<file path="src/rtl/count_seq_pkg.sv">
// count_seq_pkg: shared state encoding and default width
// for the count sequencer.
package count_seq_pkg;

    localparam int WIDTH_DEF = 8;

    typedef enum logic [1:0] {
        S_IDLE  = 2'd0,
        S_RUN   = 2'd1,
        S_PAUSE = 2'd2,
        S_DONE  = 2'd3
    } state_e;

endpackage

</file>
<file path="src/rtl/count_seq_if.sv">
// count_seq_if: control inputs and status outputs of the
// count sequencer, grouped with master/slave views.
interface count_seq_if #(
    parameter int WIDTH = count_seq_pkg::WIDTH_DEF
) ();

    logic             start;
    logic             stop;
    logic             pause;
    logic             auto_reload;
    logic [WIDTH-1:0] load_val;
    logic [WIDTH-1:0] term_val;
    logic [3:0]       prescale;
    logic [WIDTH-1:0] count;
    logic             busy;
    logic             done;
    logic [1:0]       state;

    modport master (
        output start, stop, pause, auto_reload,
        output load_val, term_val, prescale,
        input  count, busy, done, state
    );

    modport slave (
        input  start, stop, pause, auto_reload,
        input  load_val, term_val, prescale,
        output count, busy, done, state
    );

endinterface

</file>
<file path="src/rtl/count_seq_core.sv">
// count_seq_core: count register with load/increment controls
// and a compare of the incremented value against the terminal.
module count_seq_core #(
    parameter int WIDTH = 8
) (
    input  logic             clk,
    input  logic             rst_n,
    input  logic             ld_i,
    input  logic [WIDTH-1:0] ld_val_i,
    input  logic             inc_i,
    input  logic [WIDTH-1:0] term_i,
    output logic [WIDTH-1:0] count_o,
    output logic             hit_o
);

    logic [WIDTH-1:0] count_q;
    logic [WIDTH-1:0] count_d;
    logic [WIDTH-1:0] inc_val;

    assign inc_val = count_q + WIDTH'(1);
    assign hit_o   = (inc_val == term_i);
    assign count_o = count_q;

    // load wins over increment; otherwise hold
    always_comb begin
        count_d = count_q;
        if (ld_i) begin
            count_d = ld_val_i;
        end else if (inc_i) begin
            count_d = inc_val;
        end
    end

    // count register, synchronous reset
    always_ff @(posedge clk) begin
        if (!rst_n) begin
            count_q <= '0;
        end else begin
            count_q <= count_d;
        end
    end

endmodule

</file>
<file path="src/rtl/count_seq_ctrl.sv">
// count_seq_ctrl: IDLE/RUN/PAUSE/DONE sequencer around the core.
// Optional tick prescaler enabled by COUNT_SEQ_PRESCALE_EN.
module count_seq_ctrl
    import count_seq_pkg::*;
#(
    parameter int WIDTH = WIDTH_DEF
) (
    input  logic       clk,
    input  logic       rst_n,
    count_seq_if.slave bus
);

    state_e           state_q, state_d;
    logic             done_q, done_d;
    logic             rl_q, rl_d;
    logic             ar_q, ar_d;
    logic [WIDTH-1:0] load_q, load_d;
    logic [WIDTH-1:0] term_q, term_d;
    logic             tick;
    logic             core_ld;
    logic             core_inc;
    logic [WIDTH-1:0] core_val;
    logic [WIDTH-1:0] count;
    logic             term_hit;

`ifdef COUNT_SEQ_PRESCALE_EN
    logic [3:0] ps_q, ps_d;
    logic [3:0] pc_q, pc_d;

    assign tick = (state_q == S_RUN) && (pc_q == ps_q);

    // prescaler: cleared on start, frozen outside RUN
    always_comb begin
        ps_d = ps_q;
        pc_d = pc_q;
        if (!bus.stop && bus.start) begin
            ps_d = bus.prescale;
            pc_d = '0;
        end else if (!bus.stop && state_q == S_RUN) begin
            pc_d = tick ? 4'd0 : pc_q + 4'd1;
        end
    end

    // prescaler registers
    always_ff @(posedge clk) begin
        if (!rst_n) begin
            ps_q <= '0;
            pc_q <= '0;
        end else begin
            ps_q <= ps_d;
            pc_q <= pc_d;
        end
    end
`else
    logic unused_prescale;
    assign unused_prescale = ^bus.prescale;
    assign tick = (state_q == S_RUN);
`endif

    count_seq_core #(
        .WIDTH (WIDTH)
    ) u_core (
        .clk      (clk),
        .rst_n    (rst_n),
        .ld_i     (core_ld),
        .ld_val_i (core_val),
        .inc_i    (core_inc),
        .term_i   (term_q),
        .count_o  (count),
        .hit_o    (term_hit)
    );

    // next state: stop > start > pause; terminal handling on tick
    always_comb begin
        state_d  = state_q;
        done_d   = 1'b0;
        rl_d     = rl_q;
        ar_d     = ar_q;
        load_d   = load_q;
        term_d   = term_q;
        core_ld  = 1'b0;
        core_inc = 1'b0;
        core_val = load_q;
        if (bus.stop) begin
            state_d = S_IDLE;
        end else if (bus.start) begin
            state_d  = S_RUN;
            ar_d     = bus.auto_reload;
            load_d   = bus.load_val;
            term_d   = bus.term_val;
            rl_d     = 1'b0;
            core_ld  = 1'b1;
            core_val = bus.load_val;
        end else begin
            unique case (state_q)
                S_RUN: begin
                    if (bus.pause) begin
                        state_d = S_PAUSE;
                    end
                    if (tick && rl_q) begin
                        core_ld = 1'b1;
                        rl_d    = 1'b0;
                    end else if (tick) begin
                        core_inc = 1'b1;
                        if (term_hit) begin
                            done_d = 1'b1;
                            if (ar_q) begin
                                rl_d = 1'b1;
                            end else begin
                                state_d = S_DONE;
                            end
                        end
                    end
                end
                S_PAUSE: begin
                    if (!bus.pause) begin
                        state_d = S_RUN;
                    end
                end
                S_IDLE, S_DONE: ;
            endcase
        end
    end

    // control and captured-configuration registers
    always_ff @(posedge clk) begin
        if (!rst_n) begin
            state_q <= S_IDLE;
            done_q  <= 1'b0;
            rl_q    <= 1'b0;
            ar_q    <= 1'b0;
            load_q  <= '0;
            term_q  <= '0;
        end else begin
            state_q <= state_d;
            done_q  <= done_d;
            rl_q    <= rl_d;
            ar_q    <= ar_d;
            load_q  <= load_d;
            term_q  <= term_d;
        end
    end

    assign bus.count = count;
    assign bus.busy  = (state_q == S_RUN) || (state_q == S_PAUSE);
    assign bus.done  = done_q;
    assign bus.state = state_q;

endmodule

</file>
<file path="src/flat_wrapper.sv">
// flat-port wrapper written by rule: the top's interface ports become plain ports
module count_seq_ctrl_flat import count_seq_pkg::*;
#(
    parameter int WIDTH = WIDTH_DEF
)
  (clk, rst_n, bus_start, bus_stop, bus_pause, bus_auto_reload, bus_load_val, bus_term_val, bus_prescale, bus_count, bus_busy, bus_done, bus_state);
  count_seq_if #(.WIDTH(WIDTH)) bus_i ();
  input  logic clk;
  input  logic rst_n;
  input wire logic [$bits(bus_i.start)-1:0] bus_start;
  input wire logic [$bits(bus_i.stop)-1:0] bus_stop;
  input wire logic [$bits(bus_i.pause)-1:0] bus_pause;
  input wire logic [$bits(bus_i.auto_reload)-1:0] bus_auto_reload;
  input wire logic [$bits(bus_i.load_val)-1:0] bus_load_val;
  input wire logic [$bits(bus_i.term_val)-1:0] bus_term_val;
  input wire logic [$bits(bus_i.prescale)-1:0] bus_prescale;
  output wire logic [$bits(bus_i.count)-1:0] bus_count;
  output wire logic [$bits(bus_i.busy)-1:0] bus_busy;
  output wire logic [$bits(bus_i.done)-1:0] bus_done;
  output wire logic [$bits(bus_i.state)-1:0] bus_state;
  assign bus_i.start = bus_start;
  assign bus_i.stop = bus_stop;
  assign bus_i.pause = bus_pause;
  assign bus_i.auto_reload = bus_auto_reload;
  assign bus_i.load_val = bus_load_val;
  assign bus_i.term_val = bus_term_val;
  assign bus_i.prescale = bus_prescale;
  assign bus_count = bus_i.count;
  assign bus_busy = bus_i.busy;
  assign bus_done = bus_i.done;
  assign bus_state = bus_i.state;
  count_seq_ctrl #(.WIDTH(WIDTH)) u_core (.clk(clk), .rst_n(rst_n), .bus(bus_i));
endmodule
</file>
<file path="config.mk">
export PLATFORM = sky130hd
export DESIGN_NAME = count_seq_ctrl_flat
export DESIGN_NICKNAME = d
export VERILOG_FILES = /design/src/rtl/count_seq_pkg.sv /design/src/rtl/count_seq_if.sv /design/src/rtl/count_seq_core.sv /design/src/rtl/count_seq_ctrl.sv /design/src/flat_wrapper.sv
export SDC_FILE = /design/constraint.sdc
export NUM_CORES = 1
export LEC_CHECK = 0
export ABC_AREA = 1
export BUFFER_PORTS_ARGS = -buffer_cell sky130_fd_sc_hd__buf_2
export CORE_MARGIN = 3
export CORE_UTILIZATION = 53
export DETAILED_ROUTE_END_ITERATION = 16
export HOLD_SLACK_MARGIN = 0.05
export PLACE_DENSITY_LB_ADDON = 0.1
export SLEW_MARGIN = 30
export SYNTH_ARGS = -nofsm -noshare
export SYNTH_HDL_FRONTEND = slang
export SYNTH_SLANG_ARGS = --single-unit
export TNS_END_PERCENT = 10
</file>
<file path="constraint.sdc">
create_clock -name clk -period 2.2 [get_ports clk]
set_clock_uncertainty 0.1 [all_clocks]
set_input_delay 0 -clock clk [delete_from_list [all_inputs] [get_ports clk]]
set_output_delay 0 -clock clk [all_outputs]
set_load 0.02 [all_outputs]
</file>
After elaboration in Yosys (flattened, before gate mapping)
Index checks and enable logic that the tools add are counted.

storage, ports and cells
  flip-flop bits (word level) = 29
  input bits = 26
  logic and storage cells = 57

operators by class
  add/subtract/negate cells = 1
  equality and inequality tests = 5
  mux-type cells = 25
  bitwise logic cells = 3
  reductions and logical operators = 15

operators by type and width
  kind                   count
  $mux W8                4
  $mux W1                15
  $mux W2                5
  $reduce_bool A3 Y1     3
  $add A8 B1 Y8 const B  1
  $eq A8 B8 Y1           1
  $reduce_and A2 Y1      3
  $reduce_bool A2 Y1     3
  $reduce_or A5 Y1       1
  $pmux W2 S2            1
  $reduce_and A4 Y1      1
  $ne A3 B3 Y1 const B   1
  $not A1 Y1             3
  $reduce_or A3 Y1       1
  $eq A2 B1 Y1 const B   1
  $eq A2 B2 Y1 const B   1
  $ne A2 B2 Y1 const B   1
  $reduce_or A2 Y1       1
  $logic_and A1 B1 Y1    1
  $logic_or A1 B1 Y1     1

Logic depth before layout (Yosys ltp)
Gate-level depths: netlist (run 1).

  word-level depth = 8
  mapped depth = 13
  mapped depth without buffers = 13

Modules after synthesis
Synthesis (run 1) repeated with hierarchy kept, for this count alone.

second synthesis, totals
  cells, all modules = 246
  area, all modules = 1640.3 sq um

by module, submodules not included
  module          times used  cells an instance  area an instance (sq um)  seq. area each (sq um)
  count_seq_ctrl  1           130                949.7                     420.4
  count_seq_core  1           116                690.7                     160.2

Worst setup path after synthesis (run 1)
Ideal clock, no wire load.

  path type = register -> register
  start = register u_core.u_core.count_q[1], in the netlist u_core.u_core.count_o[1]
  end = register u_core.state_q[0], in the netlist u_core.bus.state[0]
  data arrival time = 1.613 ns
  data required time = 2.034 ns
  setup slack = 0.421 ns
  cell stages (with the launch flop) = 12
  path through = dfxtp_1 > ha_1 > nand2_2 > nor2_4 > nand3_1 > nand3_2 > nand3_2 > nor2_4 > nand3_2 > nand2_1 > nand2_1 > a21oi_2

between the ends
  cells in the longest elaborated chain, start to end = 6

RTL lines
  element                   line                   source
  start: declaration        count_seq_core.sv:16   logic [WIDTH-1:0] count_q;
  start signal: assignment  count_seq_core.sv:39   count_q <= count_d;
  $add A8 B1 Y8             count_seq_core.sv:20   assign inc_val = count_q + WIDTH'(1);
  $eq A8 B8 Y1              count_seq_core.sv:21   assign hit_o = (inc_val == term_i);
  $mux W2                   count_seq_ctrl.sv:105  if (term_hit) begin
  $mux W2                   count_seq_ctrl.sv:100  if (tick && rl_q) begin
  $pmux W2 S2               count_seq_ctrl.sv:95   unique case (state_q)
  $mux W1                   count_seq_ctrl.sv:86   end else if (bus.start) begin
  end signal: assignment    count_seq_ctrl.sv:135  state_q <= state_d;
  end: declaration          count_seq_ctrl.sv:13   state_e state_q, state_d;

No other way between the ends.
A chain may end at the register's enable or synchronous reset.

Final worst setup path (run 1)
  start = input port bus_start
  end = register u_core.term_q[5]

between the ends
  cells in the longest elaborated chain, start to end = 1

RTL lines
  element                      line                   source
  start: declaration           flat_wrapper.sv:10     input wire logic [$bits(bus_i.start)-1:0] bus_start;
  $reduce_and A2 Y1 (no line)  n/a
  end signal: assignment       count_seq_ctrl.sv:140  term_q <= term_d;
  end: declaration             count_seq_ctrl.sv:18   logic [WIDTH-1:0] term_q, term_d;

No other way between the ends.

==> results of run 1 <==
==> cells in the final DEF (no fill, tap or decap) <==
master / count
inv_2: 2
o21ai_1: 7
nand3b_1: 2
clkinvlp_4: 1
dfxtp_1: 29
clkbuf_1: 1
dlymetal6s4s_1: 1
a21oi_1: 11
nand3_1: 10
mux2i_1: 9
xor2_1: 1
clkbuf_4: 5
xnor2_1: 1
buf_4: 6
nand2_2: 9
or2_0: 1
nor4_2: 1
clkinv_1: 1
nor2_4: 4
nor2_1: 30
o21ai_0: 14
bufinv_16: 1
a31oi_1: 1
buf_6: 1
o21bai_1: 1
nand2_1: 28
ha_1: 3
buf_2: 33
clkbuf_8: 1
or2_2: 2
nand3_2: 7
a21oi_2: 2
nor2_2: 4
nand4_1: 2
dlygate4sd3_1: 38
inv_1: 22
o221a_2: 4
==> flip-flops by register name (all words and copies together) (netlist names) <==
name                   cells
u_core.ar_q                1
u_core.term_q              8
u_core.rl_q                1
u_core.load_q              8
u_core.u_core.count_o      8
u_core.bus.done            1
u_core.bus.state           2
==> worst min-delay path by stage <==
stage	to	slack, ns	depth (start not counted)
floorplan	u_core.ar_q	0.03	2
global placement	u_core.term_q[1]	0.12	3
detailed placement	u_core.term_q[5]	0.13	3
CTS	u_core.term_q[4]	0.38	2
global route	u_core.bus.done	0.40	1
finish	u_core.bus.done	0.38	1
==> kinds of logic (layout without fill, tap and decap cells) <==
| kind of cell | after synthesis | count (layout) | synth area share, % |
|---|---|---|---|
| and+or+nand+nor | 100 | 100 | 32.5 |
| AOI/OAI and AO/OA | 40 | 40 | 14.7 |
| buffers and inverters | 31 | 113 | 7.70 |
| DFF | 29 | 29 | 36.1 |
| muxes | 9 | 9 | 5.60 |
| adders and majority gates | 3 | 3 | 2.33 |
| xor gates and xnor gates | 2 | 2 | 1.09 |
==> repair_timing <==
action	in CTS	in global routing
hold buffers	39	0
setup buffers	0	2
resized for setup	0	4
endpoints found under the setup margin	0	8
hold endpoints to repair	29	0
==> cell type report <==
| class | count | area (µm²) | share of cell area (%) |
|---|---|---|---|
| multi-input cells | 154 | 905 | 38.9 |
| well taps | 31 | 38.8 | 1.67 |
| flip-flops and latches | 29 | 581 | 25.0 |
| clock buffers | 7 | 55.1 | 2.37 |
| clock inverters | 1 | 30.0 | 1.29 |
| repair buffers | 79 | 614 | 26.4 |
| inverters | 26 | 101 | 4.36 |
==> metal layers <==
metal	part of all wire, %	vias to the layer above	GRT usage [%]
met5	0	-	0
met4	1.5	0	10.8
met3	4.0	11	6.50
met2	52	40	47.9
met1	42	799	33.0
li1	-	864	-
==> synthesized netlist by cell type, types with 3 or more instances <==
cell and number:
o221a_2 4, nand2_1 28, nor2_1 30, ha_1 3, nor2_2 4, nand2_2 9, mux2i_1 9, o21ai_1 6
nor2_4 4, nand3_1 10, inv_1 23, nand3_2 7, a21oi_1 11, o21ai_0 15, buf_2 3, dfxtp_1 29
==> critical path: stages <==
cell and delay, ns:
dlygate4sd3_1 0.52, buf_2 0.12, inv_1 0.08, nor2_4 0.37
clkinvlp_4 0.22, buf_6 0.17, nor2_1 0.12, nor2_1 0.07
dlygate4sd3_1 0.57
==> report_power, final <==
part	internal, mW	switching, mW
Clock	0.271	0.197
Sequential	0.554	0.0243
Combinational	0.140	0.155
Total	0.966	0.376
==> per-stage QoR <==
stage / utilization, % / total power, mW / instances / instance area (µm²) / hold slack [ns]
after CTS: 81.3 / 1.32 / 325 / 2300 / 0.379
after global routing: 82.2 / 1.40 / 327 / 2320 / 0.396
after floorplan: - / 0.743 / 214 / 1610 / 0.0349
after detailed placement: 64.5 / 0.813 / 278 / 1820 / 0.127
final: 82.2 / 1.34 / 327 / 2320 / 0.382
after global placement: 64.5 / 0.810 / 278 / 1820 / 0.121
==> results.ini, run 1 <==
[logic_synthesis]
yosysSeqAreaShare_pct=36.1
netlist_area_um2=1610
ys_warn_count=0
synth_cell_types=30
synth_fp_nets=243
synth_top_area_share_pct=36.1
synth_cells=214
synth_edf_count=0
ys.flop_type=dfxtp_1
syn_area_per_cell_um2=7.52
synth_seq_cells=29
async_flop_share_pct=0
synth_largest_area_cell=dfxtp_1
synth_area_leaders=dfxtp_1, nor2_1, nand2_1

[worst_setup_path]
worstSetupEndpoint=u_core.term_q[5]
cp-start-kind=primary input
worstReg2RegStart=u_core.u_core.count_o[0]
ff2ff_setup_slack_ns=0.38
cp.arrival_ns=2.26
timing_worst_setup_path_type=primary input to flip-flop
required_ns=2.33
reg2reg_depth=10
r2r_end=u_core.bus.state[0]
cp-end-kind=flip-flop
cp-startpoint=bus_start
crit_fanout=14

[clock_network]
clock_tree.buffer_depth=2
cts_tree=done
clkSinkCount=29
clk_pin_slew_ns=0.10
cts_buffers=5
cts_root_buffer=clkbuf_4
htree_levels=2
clkLatencyLatePin_ns=0.33

[detailed_routing]
wl_per_cell_um=13.8
drt_drc_violations_left=0
drt-pass1-iter-count=5
num_vias=1714
drt-vias-per-instance=5.24
wl_um=4520
drtIter0Drc=131
drtAntennaViolNets=0

[timing]
period_needed_ns=2.13
hold_violations=0
drv_slew=0
fmax_mhz=470
finalCritPeriodShare_pct=96.8
rsz0062_at_grt=yes
tns_ns=0
setup_viol_count_final=0
worst_slack_ns=0.0709
slew_headroom_pct=69.3
tightest_slew_ns=0.459

[floorplanning]
die_y_um=61.1
rows=19
core-area_um2=2830
die_area_um2=3730
start_util_pct=56.9
die_x_um=61.1
ios=38

[global_routing]
grt_overflow_total=0
grt_pass1_vias=1672
grt_pass1_wl_um=7580
grt_antenna_before_repair=0
grt_start_max_net_pins=18
grt_use_total_pct=27.7

[power]
p_leak_nw=1.07
powerDensity_nw_per_um2=577
irDropWorstVdd_v=0.000460

[placement]
gp_congestion=0.804
preCtsSetupSlack_ns=0.459
dpl.hpwl_um=2560
portBuffers=33

[cells_and_area]
drive_gt1_share_pct=28.0
nFillCells=169
area_growth_pct=44.5
final_nets=324
num_antenna_cells=0

[min_path]
min_from=u_core.rl_q
hp-class=flip-flop to flip-flop

[job]
cap_viol_max_count=0

[outcome]
outcome=complete, no violations

Note: power is estimated with default switching activity, not from simulation.
==> inputs of run 2 (changes only) <==
--- a/config.mk
+++ b/config.mk
@@ -8,7 +8,8 @@
 export ABC_AREA = 1
 export BUFFER_PORTS_ARGS = -buffer_cell sky130_fd_sc_hd__buf_2
 export CORE_MARGIN = 3
-export CORE_UTILIZATION = 53
+export CORE_UTILIZATION = 48
+export CTS_BUF_LIST = sky130_fd_sc_hd__clkbuf_16
 export DETAILED_ROUTE_END_ITERATION = 16
 export HOLD_SLACK_MARGIN = 0.05
 export PLACE_DENSITY_LB_ADDON = 0.1
==> constraint.sdc (replaced) <==
create_clock -name clk -period 1.85 [get_ports clk]
set_clock_uncertainty 0.1 [all_clocks]
set_input_delay 0 -clock clk [delete_from_list [all_inputs] [get_ports clk]]
set_output_delay 0 -clock clk [all_outputs]
set_load 0.02 [all_outputs]
==> results.ini, run 2 (synthesis gave the netlist of run 1 again) <==
[global_routing]
grt_antenna_before_repair=0
use_met2_pct=33.8
grt.met1_usage_pct=26.8
grt_pass1_wl_um=6620
top_usage_layer=met2
gr-usage-met3_pct=4.22
grt_start_max_net_pins=18
grt_pass1_vias=1508
grt_overflow_total=0
grt_use_total_pct=20.6

[worst_setup_path]
cp-start-kind=flip-flop
timing_worst_setup_path_type=flip-flop to flip-flop
required_ns=1.95
crit_path_top_delay_cell=dfxtp_1
critical_path.cell_chain=buf_4, clkinv_1, nor2_2, nand3_1, nand3_2, nand2_2, nor2_4, nand3_2, nand2_1, nand2_1, a21oi_2
cp.arrival_ns=1.82
reg2reg_depth=11
r2r_end=u_core.bus.state[0]
cp-end-kind=flip-flop
ff2ff_setup_slack_ns=0.14
slowest_delay_ns=0.34
worstReg2RegStart=u_core.u_core.count_o[0]
crit_fanout=8

[job]
cap_viol_max_count=0

[clock_network]
clock_tree.buffer_depth=2
clk_pin_slew_ns=0.05
cts_buffers=5
clkSinkCount=29
clkLatencyLatePin_ns=0.27
htree_levels=2
cts_tree=done
cts_root_buffer=clkbuf_16
cts_setup_buffers=0

[power]
powerDensity_nw_per_um2=819
total_power_mw=1.89
p_leak_nw=1.04
irDropWorstVdd_v=0.000708

[floorplanning]
die_x_um=63.9
start_util_pct=51.4
core-area_um2=3130
die_y_um=63.9
die_area_um2=4080
rows=20
ios=38

[cells_and_area]
final_common_cell=buf_2
multiInputGateArea_um2=907
final_area_um2=2300
num_antenna_cells=0
final_cells=329
layout_common_cells=buf_2, nor2_1, dlygate4sd3_1
drive_gt1_share_pct=28.8
final_nets=313
final_util_pct=73.7
ff_latch_area_um2=582
nFillCells=245
area_growth_pct=43.2

[detailed_routing]
drtIter0Drc=37
drt-vias-per-instance=4.87
drt_drc_violations_left=0
wl_per_cell_um=11.9
drt-pass1-iter-count=4
wl_um=3900
num_vias=1603
drtAntennaViolNets=0

[placement]
gp_congestion=0.813
dpl.cell_count=292
place_area_um2=1850
dpl.hpwl_um=2700
portBuffers=33
preCtsSetupSlack_ns=0.134

[timing]
worst_slack_ns=0.137
finalCritPeriodShare_pct=92.6
tns_ns=0
fmax_mhz=584
setup_viol_count_final=0
hold_violations=0
slew_headroom_pct=72.1
whs_ns=0.0944
period_needed_ns=1.71
tightest_slew_ns=0.418
drv_slew=0

[min_path]
min_from=bus_start
hp-class=primary input to flip-flop
min_path_cells=5
hold_end=u_core.u_core.count_o[1]

[outcome]
outcome=complete, no violations

## run 2: changes by cell type in the layout (fill, tap and decap cells not counted), moves of 2 or more
cell           previous run  this run
inv_1                    22        24
clkbuf_4                  5         0
clkbuf_16                 0         5
dlygate4sd3_1            38        29
## run 2: worst max-delay path, delay by kind of cell, from the launching register on
kind	cells	cell delay (ns)
AOI/OAI and AO/OA	1	0.11
buffers and inverters	2	0.28
DFF	1	0.34
and+or+nand+nor	8	0.81
## run 2: layer usage
layer	routed length (µm)	share of wire (%)
met5	0	0
met3	172	4.4
met1	1900	49
met2	1800	46
met4	30	0.77
## run 2: layout make-up
type                    instances  area share (%)
repair buffers                 68            21.7
inverters                      26            4.23
multi-input cells             154            39.4
well taps                      44            2.39
flip-flops and latches         29            25.2
clock buffers                   5            5.43
clock inverters                 3            1.63
## run 2: repair_timing
item                       4_1_cts  5_1_grt
hold buffers                    29        0
resized for setup                0        2
setup endpoints to repair        0        2
hold endpoints to repair        21        0
## run 2: worst max-delay path by stage
| stage | from | endpoint | slack (ns) | cells past startpoint |
|---|---|---|---|---|
| after floorplan | u_core.u_core.count_o[1] | u_core.bus.state[0] | 0.07 | 11 |
| after global placement | u_core.u_core.count_o[0] | u_core.bus.state[0] | 0.17 | 11 |
| after detailed placement | u_core.u_core.count_o[0] | u_core.bus.state[1] | 0.13 | 11 |
| after CTS | u_core.u_core.count_o[0] | u_core.bus.state[0] | 0.12 | 11 |
| after global routing | u_core.u_core.count_o[0] | u_core.bus.state[0] | -0.01 | 11 |
| final | u_core.u_core.count_o[0] | u_core.bus.state[0] | 0.14 | 11 |
## run 2: report_power, final
group | switching [mW] | total (mW) | leakage, nW | internal [mW]
Clock | 0.255 | 0.878 | 0.0826 | 0.623
Combinational | 0.172 | 0.321 | 0.717 | 0.149
Sequential | 0.0259 | 0.688 | 0.238 | 0.662
Total | 0.453 | 1.89 | 1.04 | 1.43
==> inputs of run 3 (changes only) <==
--- a/config.mk
+++ b/config.mk
@@ -13,6 +13,7 @@
 export DETAILED_ROUTE_END_ITERATION = 16
 export HOLD_SLACK_MARGIN = 0.05
 export PLACE_DENSITY_LB_ADDON = 0.1
+export SETUP_SLACK_MARGIN = 0.15
 export SLEW_MARGIN = 30
 export SYNTH_ARGS = -nofsm -noshare
 export SYNTH_HDL_FRONTEND = slang
==> results.ini, run 3 (synthesis gave the netlist of run 1 again) <==
[cells_and_area]
num_antenna_cells=0
layout_common_cells=buf_2, nor2_1, dlygate4sd3_1
final_nets=314
area_growth_pct=44.9
final_common_cell=buf_2
drive_gt1_share_pct=31.6

[worst_setup_path]
timing_worst_setup_path_type=flip-flop to flip-flop
crit_fanout=9
cp.arrival_ns=1.74
slowest_delay_ns=0.39
cp-start-kind=flip-flop
cpMostUsedCell=inv_1
cp-end-kind=flip-flop
cp_top_family=flip-flops
crit_buf_inv=3
critical_path.cell_chain=inv_1, ha_1, nand2_1, inv_1, nor2_1, nor2_2, inv_2, o21ai_1, o221a_2
crit_path_top_delay_cell=dfxtp_1
required_ns=1.91

[detailed_routing]
drt_drc_violations_left=0
drt-pass1-iter-count=4
drtAntennaViolNets=0
wl_um=4090
wl_per_cell_um=12.4
num_vias=1610
drtIter0Drc=97
drt-vias-per-instance=4.89

[placement]
preCtsSetupSlack_ns=0.0882
gp_congestion=0.815
portBuffers=33
dpl.hpwl_um=2740

[timing]
tightest_slew_ns=0.419
finalCritPeriodShare_pct=91.0
hold_violations=0
worst_slack_ns=0.167
drv_slew=0
tns_ns=0
setup_viol_count_final=0
period_needed_ns=1.68
rsz0062_at_grt=yes
fmax_mhz=594
slew_headroom_pct=72.0
whs_ns=0.0792

[min_path]
hp-class=primary input to flip-flop

[clock_network]
cts_buffers=5
htree_levels=2
clock_tree.buffer_depth=2
clkLatencyLatePin_ns=0.27
cts_root_buffer=clkbuf_16
clk_pin_slew_ns=0.05
clkSinkCount=29
cts_tree=done

[global_routing]
grt_overflow_total=0
grt_pass1_wl_um=7040
grt_use_total_pct=22.1
grt_pass1_vias=1563
grt_start_max_net_pins=18
grt_antenna_before_repair=0

[power]
powerDensity_nw_per_um2=754
irDropWorstVdd_v=0.000665
total_power_mw=1.76
p_leak_nw=1.05

[floorplanning]
start_util_pct=51.4
die_area_um2=4080
die_y_um=63.9
rows=20
ios=38
core-area_um2=3130
die_x_um=63.9

[outcome]
outcome=complete, no violations

[job]
cap_viol_max_count=0

run 3: cell count changes in the layout (fill, tap and decap cells not counted), sizes merged:
| cell | before | now |
|---|---|---|
| clkinvlp | 0 | 1 |
| buf | 39 | 40 |
| bufinv | 1 | 0 |
| clkinv | 2 | 1 |
run 3: area by class of cell:
cell class | count | area, µm²
Multi-Input combinational cell | 154 | 940
Timing Repair Buffer | 69 | 512
Tap cell | 44 | 55.1
Inverter | 26 | 101
Fill cell | 228 | 796
Sequential cell | 29 | 592
Clock inverter | 2 | 7.51
Clock buffer | 5 | 125
run 3: timing repair:
item                                   in CTS  in global routing
pin swaps                                   0                  7
endpoints found under the hold margin      21                  0
hold buffers                               29                  0
setup buffers                               0                  2
resized for setup                           6                  9
setup endpoints to repair                   2                 11
run 3: report_power, final:
group | internal [mW] | switching [mW] | total (mW)
logic | 0.155 | 0.177 | 0.332
registers | 0.662 | 0.0286 | 0.691
clock network | 0.478 | 0.257 | 0.735
run 3: path summary, 6_finish.rpt:
check / startpoint / endpoint / slack, ns / cells after the start
max: u_core.bus.state[1] / u_core.u_core.count_o[6] / 0.17 / 9
min: bus_start / u_core.u_core.count_o[0] / 0.08 / 5
max reg2reg: u_core.bus.state[1] / u_core.u_core.count_o[6] / 0.17 / 9
min reg2reg: u_core.rl_q / u_core.bus.done / 0.36 / 1
run 3: routing by layer:
metal	track usage [%]	wire, µm
met4	4.85	40
met1	28.6	1930
met2	36.5	1910
met3	6.15	203
met5	0	0
run 3: worst min-delay path: stages:
cell and delay [ns]:
buf_2 0.10, nor2_1 0.06, inv_1 0.06, o21ai_0 0.07
a21oi_1 0.12
run 3: through the flow:
step                      cells  instance area, µm²  utilization [%]
after floorplan             214                1610                -
after detailed placement    291                1840             58.9
after CTS                   327                2290             73.2
final                       329                2330             74.6
after global placement      291                1840             58.9
after global routing        329                2330             74.6
